File: src/rtl/flash_write_sequencer.sv
// Flash write sequencer: buffers flasher words in a FIFO and writes them
// into instruction/data memory over req/ack ports, throttling the flasher.
module flash_write_sequencer #(
    parameter int FIFODEPTH  = 4,
    parameter int ACKTIMEOUT = 255
) (
    input  logic        clk,
    input  logic        async_rst_n,
    input  logic        clk_en,
    input  logic        InstFlashEn,
    input  logic        DataFlashEn,
    input  logic [9:0]  FlashAddr,
    input  logic [15:0] FlashData,
    input  logic        FlashComplete,
    output logic        FlasherClkEn,
    output logic        InstWriteReq,
    input  logic        InstWriteAck,
    output logic        DataWriteReq,
    input  logic        DataWriteAck,
    output logic [9:0]  WriteAddr,
    output logic [15:0] WriteData,
    output logic [15:0] Checksum,
    output logic        WriteTimeout,
    output logic        ProtocolError,
    output logic        SystemEnable
);

    localparam int AW = (FIFODEPTH > 1) ? $clog2(FIFODEPTH) : 1;
    localparam logic [AW:0] DEPTH_C = (AW + 1)'(FIFODEPTH);
    localparam logic [15:0] TMO_C = 16'(ACKTIMEOUT);

    typedef enum logic [1:0] {
        S_IDLE,
        S_INST_REQ,
        S_DATA_REQ
    } state_t;

    state_t        r_state;
    logic [AW:0]   r_count;
    logic [AW-1:0] r_wptr;
    logic [AW-1:0] r_rptr;
    logic [26:0]   r_mem [FIFODEPTH];
    logic          r_inst_req;
    logic          r_data_req;
    logic [9:0]    r_waddr;
    logic [15:0]   r_wdata;
    logic [15:0]   r_checksum;
    logic [15:0]   r_tmo_cnt;
    logic          r_timeout;
    logic          r_proto_err;
    logic          r_sys_en;

    logic          w_flash_en;
    logic          w_push;
    logic          w_nonempty;
    logic          w_ack;
    logic          w_pop;
    logic [26:0]   w_entry;
    logic [26:0]   w_head;
    logic          w_head_isdata;

    assign FlasherClkEn  = clk_en && (r_count < DEPTH_C);
    assign w_flash_en    = InstFlashEn || DataFlashEn;
    assign w_push        = FlasherClkEn && w_flash_en;
    assign w_nonempty    = (r_count != '0);
    assign w_ack         = ((r_state == S_INST_REQ) && InstWriteAck) ||
                           ((r_state == S_DATA_REQ) && DataWriteAck);
    assign w_pop         = clk_en && w_nonempty &&
                           ((r_state == S_IDLE) || w_ack);
    // When both enables are high the word is treated as data.
    assign w_entry       = {DataFlashEn, FlashAddr, FlashData};
    assign w_head        = r_mem[r_rptr];
    assign w_head_isdata = w_head[26];

    assign InstWriteReq  = r_inst_req;
    assign DataWriteReq  = r_data_req;
    assign WriteAddr     = r_waddr;
    assign WriteData     = r_wdata;
    assign Checksum      = r_checksum;
    assign WriteTimeout  = r_timeout;
    assign ProtocolError = r_proto_err;
    assign SystemEnable  = r_sys_en;

    // FIFO storage; contents need no reset since pointers gate their use.
    always_ff @(posedge clk) begin
        if (w_push) begin
            r_mem[r_wptr] <= w_entry;
        end
    end

    // FIFO pointers and occupancy; pointers wrap naturally at power-of-two depth.
    always_ff @(posedge clk or negedge async_rst_n) begin
        if (!async_rst_n) begin
            r_wptr  <= '0;
            r_rptr  <= '0;
            r_count <= '0;
        end else if (clk_en) begin
            if (w_push) begin
                r_wptr <= r_wptr + 1'b1;
            end
            if (w_pop) begin
                r_rptr <= r_rptr + 1'b1;
            end
            unique case ({w_push, w_pop})
                2'b10:   r_count <= r_count + 1'b1;
                2'b01:   r_count <= r_count - 1'b1;
                default: r_count <= r_count;
            endcase
        end
    end

    // Write FSM with registered requests, checksum, timeout and sticky flags.
    always_ff @(posedge clk or negedge async_rst_n) begin
        if (!async_rst_n) begin
            r_state     <= S_IDLE;
            r_inst_req  <= 1'b0;
            r_data_req  <= 1'b0;
            r_waddr     <= '0;
            r_wdata     <= '0;
            r_checksum  <= '0;
            r_tmo_cnt   <= '0;
            r_timeout   <= 1'b0;
            r_proto_err <= 1'b0;
            r_sys_en    <= 1'b0;
        end else if (clk_en) begin
            if (w_push && InstFlashEn && DataFlashEn) begin
                r_proto_err <= 1'b1;
            end
            if (FlashComplete && !w_nonempty &&
                (r_state == S_IDLE) && !w_push) begin
                r_sys_en <= 1'b1;
            end
            unique case (r_state)
                S_IDLE: begin
                    if (w_nonempty) begin
                        r_waddr    <= w_head[25:16];
                        r_wdata    <= w_head[15:0];
                        r_inst_req <= !w_head_isdata;
                        r_data_req <= w_head_isdata;
                        r_state    <= w_head_isdata ? S_DATA_REQ : S_INST_REQ;
                        r_tmo_cnt  <= '0;
                    end
                end
                S_INST_REQ, S_DATA_REQ: begin
                    if (w_ack) begin
                        r_checksum <= r_checksum + r_wdata;
                        if (w_nonempty) begin
                            r_waddr    <= w_head[25:16];
                            r_wdata    <= w_head[15:0];
                            r_inst_req <= !w_head_isdata;
                            r_data_req <= w_head_isdata;
                            r_state    <= w_head_isdata ? S_DATA_REQ
                                                        : S_INST_REQ;
                            r_tmo_cnt  <= '0;
                        end else begin
                            r_inst_req <= 1'b0;
                            r_data_req <= 1'b0;
                            r_state    <= S_IDLE;
                        end
                    end else if (r_tmo_cnt != TMO_C) begin
                        r_tmo_cnt <= r_tmo_cnt + 1'b1;
                        if (r_tmo_cnt == TMO_C - 16'd1) begin
                            r_timeout <= 1'b1;
                        end
                    end
                end
                default: begin
                    r_inst_req <= 1'b0;
                    r_data_req <= 1'b0;
                    r_state    <= S_IDLE;
                end
            endcase
        end
    end

endmodule
File: config.mk
export PLATFORM = sky130hd
export DESIGN_NAME = flash_write_sequencer
export DESIGN_NICKNAME = d
export VERILOG_FILES = /design/src/rtl/flash_write_sequencer.sv
export SDC_FILE = /design/constraint.sdc
export NUM_CORES = 1
export LEC_CHECK = 0
export ABC_AREA = 1
export BUFFER_PORTS_ARGS = -buffer_cell sky130_fd_sc_hd__clkbuf_2
export CAP_MARGIN = 15
export CORE_MARGIN = 2
export CORE_UTILIZATION = 30
export CTS_CLUSTER_DIAMETER = 150
export DETAILED_ROUTE_END_ITERATION = 16
export SLEW_MARGIN = 20
export SYNTH_ARGS = -nofsm -noshare
export SYNTH_HDL_FRONTEND = slang
export SYNTH_SLANG_ARGS = --single-unit
File: constraint.sdc
create_clock -name clk -period 4.7 [get_ports clk]
set_input_delay 0.705 -clock clk [delete_from_list [all_inputs] [get_ports clk]]
set_output_delay 0.705 -clock clk [all_outputs]
set_load 0.1 [all_outputs]
Yosys cells after proc, flatten, opt, wreduce, memory -nomap -nowiden
Memories as Yosys holds them, arrays and structs flattened. Cells that the tools add are included.

Flip-flop bits (word level): 72. Bits in latches: 0. RAM bits: 108. Memory bits (read-only): 0. Bits of input ports: 34. Output and inout port bits: 48. Logic and storage cells: 89. Memories kept: 1.

Add/subtract/negate cells: 6. $mul: 0. Divide/modulo/power cells: 0. Order comparisons: 1. Equality and inequality tests: 9. Shift-type cells: 0. Mux-type cells: 26. Bitwise logic cells: 1. Reduce and logical (&&, ||, !) cells: 32.

Memory list: r_mem (depth 4, bits a word 27, rd ports 1, clocked after memory_dff 0, write ports 1, line 42) `logic [26:0] r_mem [FIFODEPTH];`.

Operator list (count): 2-to-1 mux 16 bit (5); case mux 16 bit (2 select lines) (2); 2-to-1 mux 10 bit (2); case mux 10 bit (2 select lines) (1); adder 16 x 1 -> 16 bit, second input constant (1); adder 16 bit (1); equality test 16 x 8 -> 1 bit, second input constant (1); != test 16 x 8 -> 1 bit, second input constant (1); AND reduction 3 bit (4); logical AND 1 bit (11); AND reduction 2 bit (5); 2-to-1 mux 1 bit (8); 2-to-1 mux 2 bit (4); case mux 3 bit (2 select lines) (1); AND reduction 5 bit (1); adder 2 x 1 -> 2 bit, second input constant (2); equality test 2 x 1 -> 1 bit, second input constant (2); equality test 2 bit, second input constant (2); != test 2 bit, second input constant (2); case mux 1 bit (2 select lines) (2); case mux 2 bit (2 select lines) (1); nonzero test 2 bit (2); adder 3 x 1 -> 3 bit, second input constant (1); logical NOT 1 bit (3); other kinds (8) (10).

Longest topological paths before layout
Gate-level depths: netlist of the first run.

Depth after elaboration: 8. Gate-level depth with buffers: 12. Gate-level depth less buffers: 12.

Worst setup path before layout of the first run
Ideal clock, no wire load.

Path type: input to register. From: input clk_en. To: memory r_mem[0][0], enable pin. Setup time: 0.411 ns. Arrival: 3.719 ns. Required time: 4.289 ns. Path slack: 0.570 ns. Cell stages on the path: 4. Buffers on the path: 0. Cell sequence: inv_1 nor2_1 o21ai_2 nor2_1.

Cells in the longest elaborated chain, start to end: 4.

RTL lines: start: declaration (line 9) `input logic clk_en,`; logical AND 1 bit (line 62) `assign FlasherClkEn = clk_en && (r_count < DEPTH_C);`; via FlasherClkEn (line 15) `output logic FlasherClkEn,`; logical AND 1 bit (line 64) `assign w_push = FlasherClkEn && w_flash_en;`; 2-to-1 mux 1 bit (line 86) `if (w_push) begin`; 2-to-1 mux 1 bit (implied by the code) (line 87) `r_mem[r_wptr] <= w_entry;`; end: declaration (line 42).

The timed path passes the listed nets, and every way through them passes these cells.

==> results.txt, run 1 <==
The cell sitting at the root of the clock tree is a sky130_fd_sc_hd__clkbuf_16. The final period utilization came out at between 50% and 60%. The fraction of layout cells with a size suffix above 1 is 14.9%.

Among all flip-flop cells after synthesis, the most frequent one is sky130_fd_sc_hd__edfxtp_1. The share of flip-flops with an asynchronous set or reset after synthesis came out at 39.3%. The placeable core region came out at between 20000 and 30000 µm².

The number of max-slew violations in the final report came out at 0. The mean routed wirelength per cell came out at 14.6 µm. CTS built an H-tree with a depth of 4.

The number of enable flip-flop cells after synthesis is about 110. The first routing iteration left 384 violations. The congestion estimate from routability-driven global placement came to 0.842.

The global-route wire length before repair is 30.2 mm. The relative slew slack is 37.5%. The maximum number of pins on one net before global-route repair came out at 71.

The yosys synthesis warning count is 0. The worst-path maximum fanout came out at 6. The critical path in this run is classified as reg2reg. The net count of the finished layout is 993. The via count of the first global-routing pass is 5700.

For this block, wires on met1 add up to between 8 and 9 mm. The count of buffers from port buffering is just over 80. After technology mapping, the gate count stands at 849.

The half-perimeter wire length after detailed placement is 12.7 mm. The via count normalized by instance count is 4.60. After detailed routing, no signal wire sits above met5.

The routed length on met2 came out at 8.53 mm. The clock edge transition at the registers on the reported setup and hold paths is 0.08 ns. The clock sink total came out at about 180.

Based on the critical path, the design can be clocked at up to 0.410 GHz. The count of unresolved DRC violations after routing is 0. TritonCTS built the clock tree. The area overhead of the layout relative to synthesis came out at 16.9%. In this run the remaining antenna-violating nets after routing total 0.

The most instantiated library cell after synthesis is sky130_fd_sc_hd__nor2_1. After synthesis, flip-flops and latches occupy 60.5% of the total area. The count of state elements after synthesis came out at 178. In the post-synthesis netlist, the biggest area contributors are sky130_fd_sc_hd__edfxtp_1 (39%), sky130_fd_sc_hd__dfrtp_1 (21%), sky130_fd_sc_hd__nor2_1 (7.6%), sky130_fd_sc_hd__nand2_1 (7.3%), sky130_fd_sc_hd__o21ai_0 (4.5%).

The remaining global-route overflow came out at 0. The height of the die is 170 µm. The biggest area contributor in the post-synthesis netlist is sky130_fd_sc_hd__edfxtp_1. The final antenna diode count is 0. The post-synth net total is 911. The final hold violation count is 0. Detailed routing placed a total of 1.14 mm of wire on met3. The commonest cells after synthesis are sky130_fd_sc_hd__nor2_1 (168), sky130_fd_sc_hd__nand2_1 (160), sky130_fd_sc_hd__edfxtp_1 (108), sky130_fd_sc_hd__inv_1 (75), sky130_fd_sc_hd__o21ai_0 (75). After clock tree synthesis, the repair step resized 0 gates. The combined area of all synthesized cells came out at slightly above 8000 µm². The combined global-route utilization of all metal layers is around 14%. The number of antenna violations at the first check in global routing came out at 2.

For this run, the detailed router's first-pass iteration total came to 5. The number of hold buffers added after CTS is 0. For this configuration, the core starts out at a cell density of a little under a third. The worst hold path class is in2async. The run finished with clean final reports. The post-synthesis cell type count is 38. The maximum clock insertion buffer count is 2. After floorplanning, the core was divided into 60 placement rows. The horizontal die dimension is about 170 µm. For the final database, setup skew stands at about 0.016 ns. The data required time of the critical path came out at 5.02 ns. The mean post-synth cell area is 9.73 µm². The insertion delay to the later sink of the worst-skew pair is between 0.4 and 0.5 ns. The overall die area came out at 28900 µm². The number of buffers inserted to repair setup after CTS came out at 0.

The top-area cell type share of the netlist area came out at 39.3%. The accumulated negative setup slack is 0 ns. The worst setup path is captured at a flop. The final layout contains routed wiring with a total length of 18.8 mm. Setup repair after global routing left no endpoint under its margin. For the worst setup path, the data arrival time is 2.76 ns. The clock period minus worst slack came out at 2.44 ns. The number of I/O pins is between 80 and 90. At the pin with the least slew margin, the transition time is approximately 0.94 ns.

The final-report setup violation count is 0. Counting the buffers created by CTS gives 17. The sort of element at the start of the critical path is a flop. The max-cap check violation count came out at 0. The vias after detailed routing came out at 5912.
worst paths after layout:
| path | cells after the start | end | start | slack (ns) |
|---|---|---|---|---|
| hold / removal | 1 | r_tmo_cnt[2] | async_rst_n | 0.41 |
| hold reg to reg | 1 | ProtocolError | ProtocolError | 0.48 |
| min in group clk | 1 | ProtocolError | ProtocolError | 0.48 |
| max in group asynchronous | 1 | WriteData[6] | async_rst_n | 3.66 |
| setup / recovery | 12 | r_count[2] | InstWriteReq | 2.26 |
| setup reg to reg | 12 | r_count[2] | InstWriteReq | 2.26 |
area by class of cell:
type | count | area [µm²]
timing repair buffer | 88 | 460
multi-input combinational | 567 | 2850
inverter | 79 | 299
fill | 2750 | 17400
sequential | 178 | 4990
clock buffer | 17 | 425
clock inverter | 15 | 196
tap | 341 | 427
worst max-delay path: stages, from the launching register on:
cell,delay [ns]
sky130_fd_sc_hd__dfrtp_1,0.41
sky130_fd_sc_hd__inv_1,0.11
sky130_fd_sc_hd__ha_1,0.15
sky130_fd_sc_hd__nand2_1,0.09
sky130_fd_sc_hd__nand2_1,0.13
sky130_fd_sc_hd__inv_1,0.13
sky130_fd_sc_hd__a21oi_1,0.29
sky130_fd_sc_hd__ha_1,0.20
sky130_fd_sc_hd__inv_1,0.06
sky130_fd_sc_hd__fa_1,0.38
sky130_fd_sc_hd__a21oi_1,0.15
sky130_fd_sc_hd__o21ai_0,0.11
sky130_fd_sc_hd__xnor2_1,0.13
cells by family after synthesis:
| group | synth area share [%] |
|---|---|
| AO/OA/AOI/OAI | 9.03 |
| XOR/XNOR | 1.27 |
| adder cells (fa/ha/maj) | 4.42 |
| buffers and inverters | 5.20 |
| flip-flops | 60.5 |
| AND/OR/NAND/NOR | 19.6 |
metal layers:
metal / vias to the layer above / track usage (%)
met1: 2774 / 18.1
li1: 2997 / -
met2: 121 / 21.3
met3: 16 / 4.02
met5: - / 0
met4: 4 / 3.57
cells in the final DEF (no fill, tap or decap), types with 4 or more instances in the layout:
| master | n |
|---|---|
| sky130_fd_sc_hd__nor3_1 | 8 |
| sky130_fd_sc_hd__nor2_1 | 164 |
| sky130_fd_sc_hd__o21ai_1 | 5 |
| sky130_fd_sc_hd__a21oi_1 | 21 |
| sky130_fd_sc_hd__nand2_1 | 160 |
| sky130_fd_sc_hd__nand4_1 | 4 |
| sky130_fd_sc_hd__xnor2_1 | 6 |
| sky130_fd_sc_hd__nand3_1 | 32 |
| sky130_fd_sc_hd__dfrtp_1 | 70 |
| sky130_fd_sc_hd__xor2_1 | 6 |
| sky130_fd_sc_hd__a31oi_1 | 27 |
| sky130_fd_sc_hd__clkbuf_2 | 80 |
| sky130_fd_sc_hd__nor2_2 | 6 |
| sky130_fd_sc_hd__clkbuf_16 | 17 |
| sky130_fd_sc_hd__o21ai_0 | 75 |
| sky130_fd_sc_hd__ha_1 | 26 |
| sky130_fd_sc_hd__nand3b_1 | 5 |
| sky130_fd_sc_hd__inv_1 | 75 |
| sky130_fd_sc_hd__buf_4 | 8 |
| sky130_fd_sc_hd__edfxtp_1 | 108 |
through the flow:
step | setup slack [ns] | instance area (µm²) | hold slack (ns) | cells | util (%)
6_report | 2.26 | 9650 | 0.413 | 1285 | 35.7
5_1_grt | 2.03 | 9650 | 0.476 | 1285 | 35.7
2_1_floorplan | 0.570 | 8260 | 0.409 | 849 | -
3_5_place_dp | 2.08 | 9030 | 0.467 | 1253 | 33.4
3_3_place_gp | 2.11 | 9030 | 0.460 | 1253 | 33.4
4_1_cts | 2.21 | 9650 | 0.457 | 1285 | 35.7
state kept, by name, summed over array words and instances (netlist names):
name	cells
r_mem	108
Checksum	16
WriteData	16
r_tmo_cnt	16
WriteAddr	10
r_count	3
r_rptr	2
r_wptr	2
InstWriteReq	1
ProtocolError	1
SystemEnable	1
WriteTimeout	1
r_state	1
Power of run 1 is left out: the tool's default activity adds up to more than one toggle a clock period on the data nets, which glitch-free logic cannot reach.
==> run 2: changes to the inputs <==
- ABC_AREA: 1 -> 0
- clock period: 4.7 -> 2.02 ns (I/O delays scaled with it)
==> results.txt, run 2 <==
The fraction of layout cells with a size suffix above 1 came to 49.6% (+35 points). The combined area of all synthesized cells is 7740 µm² (-6.3%). The checks that failed: negative setup slack. Setup repair after global routing could not meet its margin everywhere. In the layout the commonest cells are sky130_fd_sc_hd__edfxtp_1 (108), sky130_fd_sc_hd__clkbuf_2 (80), sky130_fd_sc_hd__buf_4 (61), sky130_fd_sc_hd__nand2_1 (47), sky130_fd_sc_hd__dfrtp_1 (37). The count of unresolved DRC violations after routing is 0 (unchanged). The final hold violation count was 0 (unchanged). The setup slack of the worst register-to-register path came out at -0.12 ns (-2.37 ns).

The worst hold path class is in2reg. The maximum number of pins on one net before global-route repair is 39 (-45%). The flow ran to the end, but the final reports show violations. The sum of buffers and inverters on the critical path is 0 (-3). The combined global-route utilization of all metal layers is 12.9% (-0.64 points). The worst setup path is captured at a flop. The max-cap check violation count was 0 (unchanged). The area growth from synthesis to layout is 35.5%.

The number of antenna violations at the first check in global routing is 1 (-1). After synthesis, the most frequently instantiated cells are sky130_fd_sc_hd__edfxtp_1 (108), sky130_fd_sc_hd__dfrtp_1 (70), sky130_fd_sc_hd__nand2_1 (51), sky130_fd_sc_hd__mux4_2 (27), sky130_fd_sc_hd__o21ai_0 (27). The slowest stage of the critical path belongs to the cell sky130_fd_sc_hd__dfrtp_4. The startpoint identified for the worst register-to-register timing path is Checksum[0]. The path with the worst hold slack has its endpoint at r_mem[2][17]. The mean routed wirelength per cell came out at 17.0 µm (+16%). The violation count after the first detailed-route iteration was 255 (-34%). The length of the first detailed-routing pass in iterations was 4 (-1). The yosys synthesis warning count is 0 (unchanged). Among all cell types in the netlist, the one instantiated most often is sky130_fd_sc_hd__edfxtp_1. The clock period minus worst slack was 2.14 ns (-0.306 ns). The final-report setup violation count came out at 39 (+39). The number of I/O pins was 82 (unchanged).

The final critical-path setup slack was -0.115 ns (-2.37 ns). The longest individual stage delay on the worst path came to 0.49 ns (+0.08 ns). The sum of routed wire length over all layers is 17.5 mm (-6.8%). The fmax came out at 0.468 GHz (+14%).

The transition at the pin with the smallest max-transition slack was 0.568 ns (-0.371 ns). The final worst clock skew was 0.0112 ns (-0.00488 ns). The share of synthesized area occupied by flip-flops and latches came to 64.5% (+4.0 points).

The number of CTS-inserted buffers was 17 (unchanged). In this run the most critical hold path is launched from FlashAddr[1]. The total placed instance area came out at 9380 µm² (+3.8%). The data arrival time of the critical path came to 2.50 ns (-0.26 ns). The register with the most flip-flops in the final layout is r_mem. In this run the critical register-to-register path is captured at Checksum[14]. The weighted congestion at the end of routability-driven global placement came to 0.798 (-5.2%). The height of the die is 165 µm (-3.1%). The global-route wire length before repair is 26.4 mm (-13%). The overall die area came out at 27100 µm² (-6.1%). The maximum clock insertion buffer count came to 2 (unchanged). The master cell of the clock root buffer is sky130_fd_sc_hd__clkbuf_16. The initial cell density of the core is 30.7% (+0.093 points). The half-perimeter wire length after detailed placement came out at 11.6 mm (-9.2%). The number of cells on the worst hold path came out at 1. The clock sink total is 178 (unchanged).

The placeable core region came out at 25300 µm² (-6.6%). Sorting the synthesized cells by area gives the leading types as sky130_fd_sc_hd__edfxtp_1 (42%), sky130_fd_sc_hd__dfrtp_1 (23%), sky130_fd_sc_hd__mux4_2 (7.9%), sky130_fd_sc_hd__ha_1 (4.2%), sky130_fd_sc_hd__mux2_1 (2.9%). The post-synth net total came out at 585 (-36%). The number of max-slew violations in the final report came out at 0 (unchanged). TritonCTS built the clock tree. The cell count of the worst reg-to-reg path came out at 8 (-4).

The flip-flop count of the largest register, all copies and words added came out at 108 (unchanged). The count of buffers from port buffering is 81 (unchanged). The top-area cell type share of the netlist area came out at 41.9% (+2.6 points). The instance count of the mapped netlist came to 523 (-38%). The via count of the first global-routing pass is 4771 (-16%). The relative slew slack is 62.3% (+25 points). The number of enable flip-flop cells after synthesis is 108 (unchanged).

The accumulated negative setup slack came out at -1.55 ns (-1.55 ns). The net count reported at finish came to 749 (-25%). The remaining global-route overflow is 0 (unchanged). The post-synthesis cell type count came to 53 (+39%). The most common library cell in the layout ignoring fill and taps is sky130_fd_sc_hd__edfxtp_1. The predominant post-synthesis flop cell is sky130_fd_sc_hd__edfxtp_1. The non-filler instance count after layout came out at 1031 (-20%). The family of cells with the greatest summed delay on the critical path is compound AO/OA/AOI/OAI gates. The critical path goes through ha_4 -> fa_2 -> a211oi_2 -> nor2_2 -> o2111ai_2 -> nand2_2 -> a311o_1 -> nand3_1. The horizontal die dimension came out at 165 µm (-3.1%). The number of placed instances with taps included came out at 981 (-22%). The residual antenna-violating net count after detailed routing is 0 (unchanged).

The largest total area in the synthesized netlist belongs to sky130_fd_sc_hd__edfxtp_1. The clock edge transition at the registers on the reported setup and hold paths came out at 0.08 ns (about the same). The maximum level of the CTS H-tree is 4 (unchanged). The via count normalized by instance count came to 4.67 (+1.5%). The share of flip-flops with an asynchronous set or reset after synthesis came out at 39.3% (unchanged).

The data required time of the critical path is 2.38 ns (-2.64 ns). The vias after detailed routing came to 4813 (-19%). The final cell area excluding filler cells came out at 10500 µm² (+8.7%). The insertion delay to the later sink of the worst-skew pair came out at 0.43 ns (about the same). The count of state elements after synthesis came out at 178 (unchanged).

The final period utilization came to 106% (+54 points). The worst-path maximum fanout came out at 3 (-3). The mean post-synth cell area came out at 14.8 µm² (+52%). The worst setup path is launched from a flop. The total number of placement rows came out at 58 (-3.3%). The worst setup path is of the reg2reg kind.
[run 2: cell count changes in the layout (fill, tap and decap cells not counted), moves of 11 or more]
cell	before	now
sky130_fd_sc_hd__mux4_2	0	27
sky130_fd_sc_hd__o21ai_0	75	17
sky130_fd_sc_hd__nand3_1	32	9
sky130_fd_sc_hd__dfrtp_1	70	37
sky130_fd_sc_hd__mux2_4	0	26
sky130_fd_sc_hd__buf_12	0	11
sky130_fd_sc_hd__ha_4	0	13
sky130_fd_sc_hd__buf_4	8	61
sky130_fd_sc_hd__a31oi_1	27	5
sky130_fd_sc_hd__nor2_1	164	20
sky130_fd_sc_hd__dfrtp_4	0	24
sky130_fd_sc_hd__inv_1	75	9
sky130_fd_sc_hd__nand2_1	160	47
sky130_fd_sc_hd__ha_1	26	12
[run 2: through the flow]
stage	setup WS [ns]	utilization [%]	hold slack (ns)
final	-0.115	41.5	0.0913
after floorplan	-0.264	-	0.00741
after global routing	-0.211	41.5	0.0754
after CTS	-0.129	40.1	0.0752
after global placement	-0.0987	37.1	0.282
after detailed placement	-0.145	37.1	0.285
[run 2: how the worst max path moves through the flow]
stage | cells past startpoint | start | endpoint | slack, ns
global placement | 8 | Checksum[0] | Checksum[14] | -0.1
global route | 8 | Checksum[0] | Checksum[14] | -0.21
floorplan | 8 | r_state[1] | WriteData[15] | -0.26
detailed placement | 8 | WriteData[0] | Checksum[14] | -0.14
CTS | 10 | r_state[1] | r_count[2] | -0.13
finish | 8 | Checksum[0] | Checksum[14] | -0.12
[run 2: layout make-up]
cell class / count / area [µm²]
Antenna cell: 1 / 2.50
Clock buffer: 17 / 425
Clock inverter: 15 / 156
Fill cell: 2337 / 14800
Inverter: 13 / 53.8
Multi-Input combinational cell: 314 / 3100
Sequential cell: 178 / 5100
Tap cell: 330 / 413
Timing Repair Buffer: 163 / 1250
[run 2: timing repair]
| item | CTS | global route |
|---|---|---|
| setup buffers | 8 | 4 |
| endpoints found under the setup margin | 17 | 51 |
| hold endpoints to repair | 32 | 0 |
| pin swaps | 11 | 30 |
| gates resized for setup | 21 | 56 |
| cloned | 0 | 4 |
| hold buffers | 1 | 0 |
[run 2: layer usage]
layer	track usage [%]	wire length [µm]	share of wire [%]	vias up
met2	21.3	8610	49	85
li1	-	-	-	2325
met5	0	11	0.063	-
met1	17.2	8000	46	2387
met3	2.69	730	4.2	14
met4	3.68	155	0.89	2
[run 2: kinds of logic after synthesis]
| logic type | share of synthesized area [%] |
|---|---|
| buffers and inverters | 1.87 |
| adder cells (fa/ha/maj) | 4.72 |
| multiplexers | 11.8 |
| AND/OR/NAND/NOR | 6.66 |
| flip-flops | 64.5 |
| AO/OA/AOI/OAI | 8.53 |
| XOR/XNOR | 1.92 |
Power of run 2 is left out for the same reason.
==> run 3: changes to the inputs <==
- CAP_MARGIN: 15 -> 10
- SKIP_LAST_GASP: not set -> 1
==> results.txt, run 3 (synthesis gave the netlist of run 2 again) <==
The endpoint identified for the worst register-to-register timing path is Checksum[14]. The worst setup path is captured at a flop. The fmax is 0.470 GHz (+0.28%). The final-layout fill cell count is 2351 (+0.60%).

The horizontal die dimension is 165 µm (unchanged). The sum of routed wire length over all layers came out at 17.1 mm (-2.3%). The insertion delay to the later sink of the worst-skew pair came out at 0.43 ns (about the same). The setup path with the least slack is of type reg2reg. The clock sink total is 178 (unchanged). The maximum level of the CTS H-tree is 4 (unchanged). The violation count after the first detailed-route iteration came out at 282 (+11%). The half-perimeter wire length after detailed placement is 11.6 mm (unchanged).

The final antenna diode count came to 0 (-1). The top register by number of flip-flops is r_mem. The sum of buffers and inverters on the critical path was 0 (unchanged). The signal on the critical path passes through ha_4 -> fa_2 -> a211oi_2 -> nor2_2 -> o2111ai_2 -> nand2_2 -> a311o_1 -> nand3_1. The data arrival time of the critical path came out at 2.49 ns (about the same). The residual antenna-violating net count after detailed routing is 0 (unchanged). The worst-path maximum fanout came out at 3 (unchanged). In the layout the commonest cells are sky130_fd_sc_hd__edfxtp_1 (108), sky130_fd_sc_hd__clkbuf_2 (80), sky130_fd_sc_hd__buf_4 (63), sky130_fd_sc_hd__nand2_1 (48), sky130_fd_sc_hd__dfrtp_1 (37). The number of CTS-inserted buffers is 17 (unchanged). The final worst clock skew came out at 0.0116 ns (+0.000354 ns). The master cell of the clock root buffer is sky130_fd_sc_hd__clkbuf_16. The fraction of layout cells with a size suffix above 1 is 47.9% (-1.6 points). The cell count of the worst reg-to-reg path is 8 (unchanged). The via count normalized by instance count is 4.67 (about the same). STA classifies the critical path startpoint as a flop. The relative slew slack is 62.4% (+0.12 points).

In this run the critical register-to-register path is launched from Checksum[0]. The remaining global-route overflow came to 0 (unchanged). The count of unresolved DRC violations after routing came out at 0 (unchanged). The final-report setup violation count is 24 (-38%). The data required time of the critical path is 2.38 ns (about the same). The mean routed wirelength per cell was 16.6 µm (-2.1%). The slowest stage of the critical path belongs to the cell sky130_fd_sc_hd__dfrtp_4. The clock edge transition at the registers on the reported setup and hold paths is 0.08 ns (about the same). The height of the die is 165 µm (unchanged). The library cell used most frequently in the layout, excluding fill and tap cells, is sky130_fd_sc_hd__edfxtp_1. The weighted congestion at the end of routability-driven global placement came to 0.798 (unchanged). The total number of placement rows is 58 (unchanged). The final critical-path setup slack came out at -0.109 ns (+0.00587 ns).

TritonCTS built the clock tree. The via count of the first global-routing pass is 4767 (-0.084%). The number of antenna violations at the first check in global routing is 1 (unchanged).

The start point of the critical path is Checksum[0]. The clock period minus worst slack is 2.13 ns (-0.00587 ns). The vias after detailed routing came out at 4801 (-0.25%). The combined global-route utilization of all metal layers came out at 12.8% (-0.033 points). The cell count along the critical path came out at 8 (unchanged). The maximum number of pins on one net before global-route repair came out at 39 (unchanged). The accumulated negative setup slack is -0.630 ns (+0.919 ns).

The final reports fail on negative setup slack. The critical path ends at Checksum[14]. The placeable core region came to 25300 µm² (unchanged). The number of max-slew violations in the final report is 0 (unchanged). The multi-input logic area was 3010 µm² (-2.9%). The max-cap check violation count came to 0 (unchanged). The worst hold path class is in2reg.

The initial cell density of the core is 30.7% (unchanged). The number of I/O pins was 82 (unchanged). The run finished, with violations left. The family of cells with the greatest summed delay on the critical path is compound AO/OA/AOI/OAI gates. The area overhead of the layout relative to synthesis is 34.0%. The count of buffers from port buffering is 81 (unchanged). The final hold violation count is 0 (unchanged).

The overall die area came out at 27100 µm² (unchanged). The final period utilization is 105% (-0.29 points). The longest individual stage delay on the worst path came to 0.49 ns (about the same). The global-route wire length before repair came out at 26.4 mm (-0.10%).

The net count reported at finish came to 748 (-0.13%). The setup slack of the worst register-to-register path came to -0.11 ns (about the same). The length of the first detailed-routing pass in iterations came to 4 (unchanged).

The flip-flop count of the largest register, all copies and words added came out at 108 (unchanged). The maximum clock insertion buffer count came out at 2 (unchanged). The transition at the pin with the smallest max-transition slack came out at 0.566 ns (-0.00185 ns). The footprint of the flip-flops and latches came to 5100 µm² (unchanged). Setup repair after global routing could not meet its margin everywhere.
## run 3: cell count changes in the layout (fill, tap and decap cells not counted), moves of 3 or more
cell,previous run,this run
sky130_fd_sc_hd__o21ai_0,17,22
sky130_fd_sc_hd__mux2_2,0,5
sky130_fd_sc_hd__mux2_4,26,18
sky130_fd_sc_hd__mux2_1,0,3
## run 3: final cells by class
class                      count  area share (%)
clock buffer                  17            4.10
clock inverter                15            1.51
inverter                      13           0.519
multi-input combinational    314            29.0
sequential                   178            49.1
tap                          330            3.98
timing repair buffer         162            11.7
## run 3: metrics by stage
stage | utilization (%) | worst slack (ns) | hold WS [ns] | area (µm²) | instances
2_1_floorplan | - | -0.264 | 0.00741 | 8090 | 523
5_1_grt | 41.1 | -0.218 | 0.0754 | 10400 | 1029
6_report | 41.1 | -0.109 | 0.0914 | 10400 | 1029
3_5_place_dp | 37.1 | -0.145 | 0.285 | 9380 | 981
3_3_place_gp | 37.1 | -0.0987 | 0.282 | 9380 | 981
4_1_cts | 40.0 | -0.129 | 0.0752 | 10100 | 1022
## run 3: routing by layer
metal / up-vias / GRT usage, % / routed length [µm] / share of wire (%)
met2: 96 / 21.1 / 8440 / 49
met3: 15 / 2.69 / 716 / 4.2
met4: 2 / 3.68 / 172 / 1.0
met1: 2365 / 17.2 / 7770 / 45
li1: 2323 / - / - / -
met5: - / 0 / 11 / 0.064
## run 3: what timing repair did
item / CTS / global route
setup endpoints to repair: 17 / 51
setup buffers: 8 / 3
hold buffers: 1 / 0
cloned: 0 / 4
hold endpoints to repair: 32 / 0
resized for setup: 15 / 33
pin swaps: 10 / 25
## run 3: worst min-delay path by stage
stage | slack, ns | startpoint | endpoint | depth (start not counted)
2_1_floorplan | 0.007 | async_rst_n | Checksum[11] | 0
3_3_place_gp | 0.28 | async_rst_n | Checksum[13] | 1
3_5_place_dp | 0.28 | async_rst_n | Checksum[15] | 1
4_1_cts | 0.08 | FlashAddr[0] | r_mem[2][16] | 1
5_1_grt | 0.08 | FlashAddr[0] | r_mem[2][16] | 1
6_report | 0.09 | FlashAddr[1] | r_mem[2][17] | 1
## run 3: worst reg2reg max path, cell delays in order, from the launching register on
cell and delay (ns):
sky130_fd_sc_hd__dfrtp_4 0.49, sky130_fd_sc_hd__ha_4 0.17, sky130_fd_sc_hd__fa_2 0.35, sky130_fd_sc_hd__a211oi_2 0.25
sky130_fd_sc_hd__nor2_2 0.08, sky130_fd_sc_hd__o2111ai_2 0.26, sky130_fd_sc_hd__nand2_2 0.12, sky130_fd_sc_hd__a311o_1 0.28
sky130_fd_sc_hd__nand3_1 0.06
Power of run 3 is left out for the same reason.
